==> config.mk <==
export PLATFORM = sky130hd
export DESIGN_NAME = serial_subtractor
export DESIGN_NICKNAME = d
export VERILOG_FILES = /design/src/rtl/serial_subtractor.sv
export SDC_FILE = /design/constraint.sdc
export NUM_CORES = 1
export LEC_CHECK = 0
export ABC_AREA = 1
export CORE_UTILIZATION = 55
export CTS_CLUSTER_DIAMETER = 30
export DETAILED_ROUTE_END_ITERATION = 10
export PLACE_DENSITY = 0.83
export SETUP_SLACK_MARGIN = 0.3
export SYNTH_ARGS = -nofsm -noshare
export SYNTH_HDL_FRONTEND = slang
export SYNTH_SLANG_ARGS = --single-unit
==> constraint.sdc <==
create_clock -name clk -period 2.62 [get_ports clk]
set_clock_uncertainty 0.2 [all_clocks]
set_input_delay 0.524 -clock clk [delete_from_list [all_inputs] [get_ports clk]]
set_output_delay 0.524 -clock clk [all_outputs]
set_load 0.05 [all_outputs]
==> src/rtl/serial_subtractor.sv <==
// Bit-serial unsigned subtractor: computes a - b LSB-first, one bit per clock, start/done handshake.
// Optional build macro SERIAL_SUB_SAT_EN: clamp diff to zero when the final borrow is set.
module serial_subtractor #(
  parameter int unsigned WIDTH = 8,
  parameter int unsigned CNT_W = 4
) (
  input  logic             clk,
  input  logic             rst,
  input  logic             start,
  input  logic [WIDTH-1:0] a,
  input  logic [WIDTH-1:0] b,
  output logic [WIDTH-1:0] diff,
  output logic             br,
  output logic             busy,
  output logic             done
);

  typedef enum logic [1:0] {
    IDLE = 2'd0,
    RUN  = 2'd1,
    DONE = 2'd2
  } state_t;

  state_t state_q, state_d;

  logic [WIDTH-1:0] sa_q, sa_d;
  logic [WIDTH-1:0] sb_q, sb_d;
  // Holds the WIDTH-1 bits already produced; the final bit comes straight from the cell.
  logic [WIDTH-2:0] res_q, res_d;
  logic             bor_q, bor_d;
  logic [CNT_W-1:0] cnt_q, cnt_d;
  logic [WIDTH-1:0] diff_q, diff_d;
  logic             br_q, br_d;

  logic             cell_x, cell_y;
  logic             cell_diff, cell_bout;
  logic             last_bit;
  logic [WIDTH-1:0] res_full;
  logic [WIDTH-1:0] diff_load;

  always_comb begin
    cell_x    = sa_q[0];
    cell_y    = sb_q[0];
    cell_diff = cell_x ^ cell_y ^ bor_q;
    cell_bout = (~cell_x & cell_y) | (~(cell_x ^ cell_y) & bor_q);
    last_bit  = (cnt_q == CNT_W'(WIDTH - 1));
    res_full  = {cell_diff, res_q};
  end

`ifdef SERIAL_SUB_SAT_EN
  always_comb diff_load = cell_bout ? '0 : res_full;
`else
  always_comb diff_load = res_full;
`endif

  always_ff @(posedge clk) begin
    if (rst) begin
      state_q <= IDLE;
    end else begin
      state_q <= state_d;
    end
  end

  always_comb begin
    state_d = state_q;
    case (state_q)
      IDLE:    if (start) state_d = RUN;
      RUN:     if (last_bit) state_d = DONE;
      DONE:    state_d = IDLE;
      default: state_d = IDLE;
    endcase
  end

  always_comb begin
    busy = (state_q != IDLE);
    done = (state_q == DONE);
    diff = diff_q;
    br   = br_q;
  end

  always_comb begin
    sa_d   = sa_q;
    sb_d   = sb_q;
    res_d  = res_q;
    bor_d  = bor_q;
    cnt_d  = cnt_q;
    diff_d = diff_q;
    br_d   = br_q;
    case (state_q)
      IDLE: begin
        if (start) begin
          sa_d  = a;
          sb_d  = b;
          res_d = '0;
          bor_d = 1'b0;
          cnt_d = '0;
        end
      end
      RUN: begin
        sa_d  = sa_q >> 1;
        sb_d  = sb_q >> 1;
        res_d = (WIDTH-1)'(res_full >> 1);
        bor_d = cell_bout;
        cnt_d = cnt_q + CNT_W'(1);
        if (last_bit) begin
          diff_d = diff_load;
          br_d   = cell_bout;
        end
      end
      default: ;
    endcase
  end

  always_ff @(posedge clk) begin
    if (rst) begin
      sa_q   <= '0;
      sb_q   <= '0;
      res_q  <= '0;
      bor_q  <= 1'b0;
      cnt_q  <= '0;
      diff_q <= '0;
      br_q   <= 1'b0;
    end else begin
      sa_q   <= sa_d;
      sb_q   <= sb_d;
      res_q  <= res_d;
      bor_q  <= bor_d;
      cnt_q  <= cnt_d;
      diff_q <= diff_d;
      br_q   <= br_d;
    end
  end

endmodule

==> results of run 1 <==
-- synth_stat cells (all sizes together) --
cell,instances
nor2,62
dfxtp,39
or2,1
ha,1
a21oi,14
clkbuf,4
o21ai,3
nand3b,8
inv,22
nand3,20
fa,1
buf,8
nor3,1
nand2,71
-- power by group --
part           internal, mW  total, mW  switching, mW
clock                 0.105      0.286          0.182
sequential            0.613      0.625         0.0121
combinational        0.0632      0.145         0.0823
total                 0.781       1.06          0.276
-- per-stage QoR --
| stage | area [um^2] | setup WS, ns | hold slack (ns) | std cells |
|---|---|---|---|---|
| global placement | 2030 | 0.539 | 0.247 | 309 |
| finish | 2080 | 0.419 | 0.259 | 317 |
| floorplan | 1720 | 0.835 | 0.235 | 255 |
| detailed placement | 2030 | 0.546 | 0.250 | 309 |
| global route | 2080 | 0.359 | 0.282 | 317 |
| CTS | 2080 | 0.402 | 0.266 | 317 |
-- cells by family (layout without fill, tap and decap cells) --
logic type | Yosys count | in the layout
AOI/OAI and AO/OA | 17 | 17
adders and majority gates | 2 | 2
buffers and inverters | 34 | 65
DFF | 39 | 39
and+or+nand+nor | 163 | 163
-- state kept, by name (all words and copies together) (netlist names) --
register,cells
sb_q,8
res_q,7
br,1
sa_q,8
diff,8
state_q,2
cnt_q,4
bor_q,1
-- layer usage --
layer | vias to the layer above | track usage | part of all wire
met5 | - | 0 | 0
met2 | 19 | 0.360 | 0.45
met3 | 5 | 0.0469 | 0.031
met1 | 658 | 0.274 | 0.51
met4 | 0 | 0.0918 | 0.011
li1 | 841 | - | -
-- repair_timing --
action,4_1_cts,5_1_grt
gates resized for setup,1,0
endpoints found under the hold margin,0,0
endpoints found under the setup margin,1,0
-- how the worst max path moves through the flow --
| stage | from | slack (ns) | depth (start not counted) | endpoint |
|---|---|---|---|---|
| global route | diff[7] | 0.36 | 1 | diff[7] |
| detailed placement | state_q[1] | 0.55 | 3 | done |
| CTS | br | 0.40 | 1 | br |
| finish | br | 0.42 | 1 | br |
| global placement | state_q[1] | 0.54 | 3 | done |
| floorplan | state_q[1] | 0.83 | 2 | done |
-- area by class of cell --
type                    instances  area share
clock inverters                 1     0.00241
flip-flops and latches         39       0.376
clock buffers                   7      0.0217
multi-input cells             182       0.382
well taps                      31      0.0187
repair buffers                 35       0.160
inverters                      22      0.0398
==> impl_metrics.toml, run 1 <==
[outcome]
status = "finished, violations left"
violations = "DRC"

[yosys]
synth_area_per_cell_um2 = 6.73
yosys.area_share.simple = 0.394
synthTopCellsByArea = "dfxtp_1 (45%), nand2_1 (16%), nor2_1 (13%)"
synth_compound_area_frac = 0.0496
synth_area_um2 = 1720
syn-num-nets = 276
synth.area.mux_share = 0
synth-seq-cells = 39
synthCells = 255
netlist.area_leader.share = 0.455
synth_top_family_by_area = "simple AND/OR/NAND/NOR gates"
yosysSeqAreaShare = 0.455
yosysWarnings = 0
yosys.area_share.adder = 0.0190
synth.distinct_cells = 16
yosys.area_share.xor_xnor = 0
yosys.area.top_type = "dfxtp_1"

[floorplan]
fp-row-count = 19
die_y_um = 57.9
die_area_um2 = 3350
start_util = 0.602
ioPinCount = 30
coreArea_um2 = 2850
fp.dieW_um = 57.9

[power]
peakVddDrop_mv = 0.453
power.total_mw = 1.06
power_density_nw_per_um2 = 509
leakage_nw = 0.877

[sta]
drv_slew = 0
timing.final.crit_share = 0.840
max-slew-margin-rel = 0.586
finalHoldViolCount = 0
worst_pin_slew_ns = 0.618
max_freq_mhz = 454
tns_ns = 0
rsz0062_at_grt = "false"
finalCriticalPeriod_ns = 2.20
setup_viol = 0

[global_route]
antenna_found_initial = 0
grt-ovfl-total = 0
grt_first_pass_wirelength_mm = 5.57
grt_max_degree = 26
grt_usage = 0.217
grt_pass1_vias = 1363

[clock_tree]
cts_setup_buffers = 0
cts.sinks = 39
hold_buffers = 0
root_buffer = "clkbuf_4"
clkTransAtPathRegs_ns = 0.11
numCtsBuffers = 5
clock_path_buffers = 2
clk_latency_ns = 0.34
cts-htree-levels = 2
cts_tree = "yes"

[critical_path]
worstSetupEndpointType = "output pin"
r2r_end = "diff[1]"
cp_num_buf_inv = 1
critical_path.max_fanout = 2
rr_startpoint = "cnt_q[0]"
critPathKind = "flop to output pin"
critPathMaxStageDelay_ns = 0.79
path_cells = "clkdlybuf4s50_1"
cp.required_ns = 1.90
crit_slowest_cell = "clkdlybuf4s50_1"
r2r_slack_ns = 0.92
worstRegToRegCells = 6
startpoint_type = "flop"
arrival_ns = 1.48
cp_top_family = "buffers and inverters"

[run]
cap_violations = 0

[detailed_routing]
vias = 1523
wirelength_mm = 3.19
drt-initial-drc-count = 83
ant_nets = 0
first_pass_iters = 7
viasPerCell = 4.80
routedWlPerCell_um = 10.0
drc = 4

[worst_hold_path]
hold_class = "flop to flop"
min-delay-start = "res_q[0]"
whs_endpoint = "res_q[0]"
min_path_cells = 2

[place]
dp_hpwl_mm = 2.24
io_buffers = 29
gp_congestion = 0.841

[final_layout]
n_antenna_cell = 0
final_net_count = 306
n_fill_cell = 265
multi_input_area_um2 = 793
layout-drive-gt1-share = 0.0559
final_common_cell = "nand2_1"
final_cell_mix = "nand2_1 (71), nor2_1 (60), dfxtp_1 (39)"
final-seq-area_um2 = 781
postLayoutCoreUtil = 0.728
area_growth_pct = 21.0
No activity file was read; power rests on OpenSTA's default activity.
==> run 2: changes to the inputs <==
- CORE_UTILIZATION: 55 -> 51
- PLACE_DENSITY: 0.83 -> 0.78
- clock period: 2.62 -> 2.1 ns (I/O delays scaled with it)
==> run 2 against run 1 <==
The flow now finishes without violations. Core utilization down 6.0 points. Non-clock buffer count up 3. Die area up 7.6%. Critical path depth up 2. Worst hold slack better by 0.00063 ns. First-iteration DRC count down 20%. Global-route usage down 0.66 points. Critical path type unchanged. Largest cell class unchanged. Largest power group unchanged.
==> impl_metrics.toml, run 2 (synthesis results as in run 1) <==
[floorplan]
fp-row-count = 20
coreArea_um2 = 3130
fp.dieW_um = 60.0
die_area_um2 = 3600
die_y_um = 60.0
start_util = 0.549
ioPinCount = 30

[critical_path]
arrival_ns = 1.11
cp_num_buf_inv = 2
critical_path.max_fanout = 4
cp.required_ns = 1.48
path_cells = "inv_1 > nor2_1 > buf_6"
crit_slowest_cell = "dfxtp_2"
worstSetupEndpointType = "output pin"
critPathKind = "flop to output pin"
critPathMaxStageDelay_ns = 0.37
startpoint_type = "flop"
cp_top_family = "flip-flops"

[detailed_routing]
drt-initial-drc-count = 66
viasPerCell = 4.65
ant_nets = 0
wirelength_mm = 3.32
vias = 1540
routedWlPerCell_um = 10.0
drc = 0
first_pass_iters = 4

[clock_tree]
clkTransAtPathRegs_ns = 0.10
clk_latency_ns = 0.34
root_buffer = "clkbuf_4"
cts-htree-levels = 2
clock_path_buffers = 2
numCtsBuffers = 5
cts_tree = "yes"
cts.sinks = 39
hold_buffers = 0

[power]
power_frac_comb = 0.142
leakage_nw = 0.901
internal_power_mw = 0.966
clkPwrFrac = 0.262
power_density_nw_per_um2 = 627
switchingPower_mw = 0.344
power_switching_share = 0.263
peakVddDrop_mv = 0.418
seqPwrFrac = 0.595

[sta]
max_freq_mhz = 577
setup_viol = 0
tns_ns = 0
rsz0062_at_grt = "false"
drv_slew = 0
worst_pin_slew_ns = 0.419
finalHoldViolCount = 0
timing.final.crit_share = 0.825
max-slew-margin-rel = 0.720
finalCriticalPeriod_ns = 1.73

[final_layout]
n_antenna_cell = 0
final_net_count = 309
final-seq-area_um2 = 782
multi_input_area_um2 = 796
n_fill_cell = 302
final_common_cell = "nand2_1"
final_cell_mix = "nand2_1 (71), nor2_1 (59), dfxtp_1 (38)"
area_growth_pct = 21.7
postLayoutCoreUtil = 0.668
layout-drive-gt1-share = 0.105

[global_route]
antenna_found_initial = 0
grt_max_degree = 26
grt-ovfl-total = 0
grt_first_pass_wirelength_mm = 5.51
grt_usage = 0.211
grt_pass1_vias = 1295

[place]
dp_hpwl_mm = 2.30
io_buffers = 29
gp_congestion = 0.867

[worst_hold_path]
hold_class = "flop to flop"

[outcome]
status = "completed"

[run]
cap_violations = 0
## run 2: cell count changes in the layout (fill, tap and decap cells not counted)
| cell | previous run | this run |
|---|---|---|
| clkbuf_2 | 0 | 2 |
| nor2_2 | 2 | 3 |
| clkbuf_1 | 2 | 1 |
| dfxtp_1 | 39 | 38 |
| clkdlybuf4s50_1 | 27 | 18 |
| buf_6 | 0 | 1 |
| dfxtp_2 | 0 | 1 |
| clkinv_2 | 1 | 0 |
| nor2_1 | 60 | 59 |
| dlygate4sd2_1 | 1 | 0 |
| clkdlybuf4s15_2 | 0 | 1 |
| buf_4 | 7 | 16 |
## run 2: layout make-up
cell class / instances / area share
multi-input combinational: 182 / 0.381
sequential: 39 / 0.374
inverter: 22 / 0.0395
tap: 44 / 0.0263
timing repair buffer: 38 / 0.159
clock buffer: 6 / 0.0198
## run 2: per-stage QoR
step / area (um^2) / hold WS, ns / worst slack [ns] / instances / power, mW
finish: 2090 / 0.260 / 0.367 / 331 / 1.31
global route: 2090 / 0.287 / 0.317 / 331 / 1.38
CTS: 2090 / 0.267 / 0.289 / 331 / 1.32
detailed placement: 2050 / 0.252 / 0.280 / 325 / 0.983
global placement: 2050 / 0.246 / 0.324 / 325 / 0.981
floorplan: 1720 / 0.235 / 0.419 / 255 / 0.914
## run 2: worst paths after layout
check	start	to	depth (start not counted)	slack, ns
hold reg to reg	res_q[0]	res_q[0]	2	0.26
setup / recovery	state_q[1]	done	3	0.37
hold / removal	res_q[0]	res_q[0]	2	0.26
setup reg to reg	cnt_q[0]	diff[2]	5	0.50
## run 2: power by group through the flow
stage / Clock (mW) / Sequential, mW / Combinational, mW
2_1_floorplan: 0 / 0.793 / 0.121
5_1_grt: 0.389 / 0.784 / 0.211
6_report: 0.344 / 0.780 / 0.187
3_5_place_dp: 0 / 0.797 / 0.187
4_1_cts: 0.352 / 0.780 / 0.187
3_3_place_gp: 0 / 0.796 / 0.185
## run 2: layer usage
metal / part of all wire / up-vias / global-route usage
met5: 0 / - / 0
met4: 0.015 / 0 / 0.0698
met3: 0.034 / 5 / 0.0736
met2: 0.45 / 20 / 0.332
met1: 0.50 / 664 / 0.269
li1: - / 851 / -
## run 2: timing repair
action	CTS	global route
resized for setup	7	5
buffers inserted	0	0
setup endpoints to repair	3	4
## run 2: worst min-delay path, delay by kind of cell (launching register included)
kind	cells	cell delay (ns)
DFF	1	0.32
and+or+nand+nor	1	0.06
AOI/OAI and AO/OA	1	0.05
==> run 3: changes to the inputs <==
- CORE_UTILIZATION: 51 -> 46
- PLACE_DENSITY: 0.78 -> 0.74
- clock period: 2.1 -> 1.47 ns (I/O delays scaled with it)
==> run 3 against run 2 <==
The flow now finishes with violations (setup timing). Non-clock buffer count up 26. Clock-buffer cell count down 1. Global-route usage up 11 points. Power up 99%. Critical path depth up 6. First-iteration DRC count rose to 3.4 times the previous value. Worst hold slack better by 0.044 ns. Wire length up 150%. Clock power up 130%. Die area up 11%. Register-to-register slack worse by 0.69 ns. Sequential share of layout area down 12 points. Critical endpoint is now diff[3]. Largest power group unchanged.
==> impl_metrics.toml, run 3 (synthesis results as in run 1) <==
[detailed_routing]
wirelength_mm = 8.29
drt-initial-drc-count = 227
viasPerCell = 5.96
routedWlPerCell_um = 22.8
first_pass_iters = 8
drc = 0
ant_nets = 0
vias = 2171

[global_route]
grt_first_pass_wirelength_mm = 9.38
grt_max_degree = 26
grt_pass1_vias = 1936
grt-ovfl-total = 0
antenna_found_initial = 0
grt_usage = 0.317

[floorplan]
die_area_um2 = 3980
start_util = 0.499
coreArea_um2 = 3440
fp.dieW_um = 63.1
die_y_um = 63.1
fp-row-count = 21
ioPinCount = 30

[place]
io_buffers = 29
dp_hpwl_mm = 2.34
dp_cells = 328
gp_congestion = 0.804
place_ws_ns = -0.307

[clock_tree]
hold_buffers = 0
cts.sinks = 39
cts-htree-levels = 2
root_buffer = "clkbuf_8"
clk_latency_ns = 0.32
numCtsBuffers = 5
clock_path_buffers = 2
clkTransAtPathRegs_ns = 0.09
cts_tree = "yes"

[worst_hold_path]
min-delay-start = "sa_q[7]"
min_path_cells = 2
hold_class = "flop to flop"
whs_endpoint = "sa_q[7]"

[sta]
drv_slew = 0
max_freq_mhz = 602
finalHoldViolCount = 0
setup_viol = 38
fin_ws_ns = -0.191
max-slew-margin-rel = 0.764
rsz0062_at_grt = "true"
worst_pin_slew_ns = 0.354
finalCriticalPeriod_ns = 1.66
timing.final.crit_share = 1.13

[critical_path]
r2r_slack_ns = -0.19
worstRegToRegCells = 9
worstSetupEndpointType = "flop"
rr_startpoint = "state_q[0]"
cp.required_ns = 1.48
r2r_end = "diff[3]"
critical_path.max_fanout = 5
critPathKind = "flop to flop"
arrival_ns = 1.67
startpoint_type = "flop"

[power]
power.total_mw = 2.60
peakVddDrop_mv = 0.902
power_density_nw_per_um2 = 809
leakage_nw = 1.39

[final_layout]
area_growth_pct = 87.5
layout-drive-gt1-share = 0.519
final_cell_mix = "nor2_1 (42), nand2_1 (30), dfxtp_1 (23)"
n_antenna_cell = 0
stdcell_count = 364
final_net_count = 338
postLayoutCoreUtil = 0.935
final_common_cell = "nor2_1"

[outcome]
status = "finished, violations left"
violations = "setup timing"

[run]
cap_violations = 0
run 3: cell count changes in the layout (fill, tap and decap cells not counted), sizes merged, moves of 2 or more:
cell      change
clkinvlp      +4
inv           -2
clkbuf        -2
nor2          +2
buf          +28
run 3: final cells by class:
class                      count  area, um^2
tap                           46        57.6
timing repair buffer          64         910
clock inverter                 3        20.0
multi-input combinational    185        1260
fill                         115         224
inverter                      22        95.1
sequential                    39         806
clock buffer                   5        68.8
run 3: worst max-delay path by stage:
stage,from,cells after the start,slack (ns),end
finish,state_q[0],9,-0.19,diff[3]
global route,state_q[0],9,-0.21,diff[3]
CTS,state_q[0],3,-0.10,busy
detailed placement,start,6,-0.31,sa_q[0]
global placement,start,6,-0.28,sa_q[6]
floorplan,state_q[1],3,0.11,busy
run 3: worst max-delay path, stage by stage, from the launching register on:
cell      delay, ns
dfxtp_4        0.40
buf_12         0.12
inv_4          0.03
nor2_4         0.15
buf_6          0.16
buf_12         0.11
buf_16         0.12
nand3b_1       0.10
nand2_1        0.11
nor2_1         0.06
run 3: power by group:
| part | switching (mW) | internal (mW) | total, mW |
|---|---|---|---|
| combinational | 0.351 | 0.341 | 0.693 |
| clock | 0.447 | 0.331 | 0.778 |
| sequential | 0.0431 | 1.09 | 1.13 |
run 3: routing by layer:
metal / share of wire / wire length, um / vias to the layer above / GRT usage
met5: 0 / 0 / - / 0
met4: 0.080 / 667 / 0 / 0.198
met3: 0.083 / 686 / 63 / 0.0960
met2: 0.48 / 3990 / 158 / 0.544
met1: 0.35 / 2940 / 1041 / 0.337
li1: - / - / 909 / -
run 3: per-stage QoR:
step | TNS (ns) | cell area, um^2 | hold WS (ns)
6_report | -3.02 | 3220 | 0.303
5_1_grt | -4.03 | 3220 | 0.336
4_1_cts | -0.319 | 2890 | 0.270
3_5_place_dp | -7.76 | 2240 | 0.255
3_3_place_gp | -6.87 | 2240 | 0.245
2_1_floorplan | 0 | 1780 | 0.234
run 3: timing repair:
| action | CTS | global route |
|---|---|---|
| setup buffers | 11 | 7 |
| gates resized for setup | 93 | 62 |
| hold endpoints to repair | 0 | 0 |
| pin swaps | 30 | 31 |
| endpoints found under the setup margin | 50 | 50 |
| cloned | 8 | 2 |
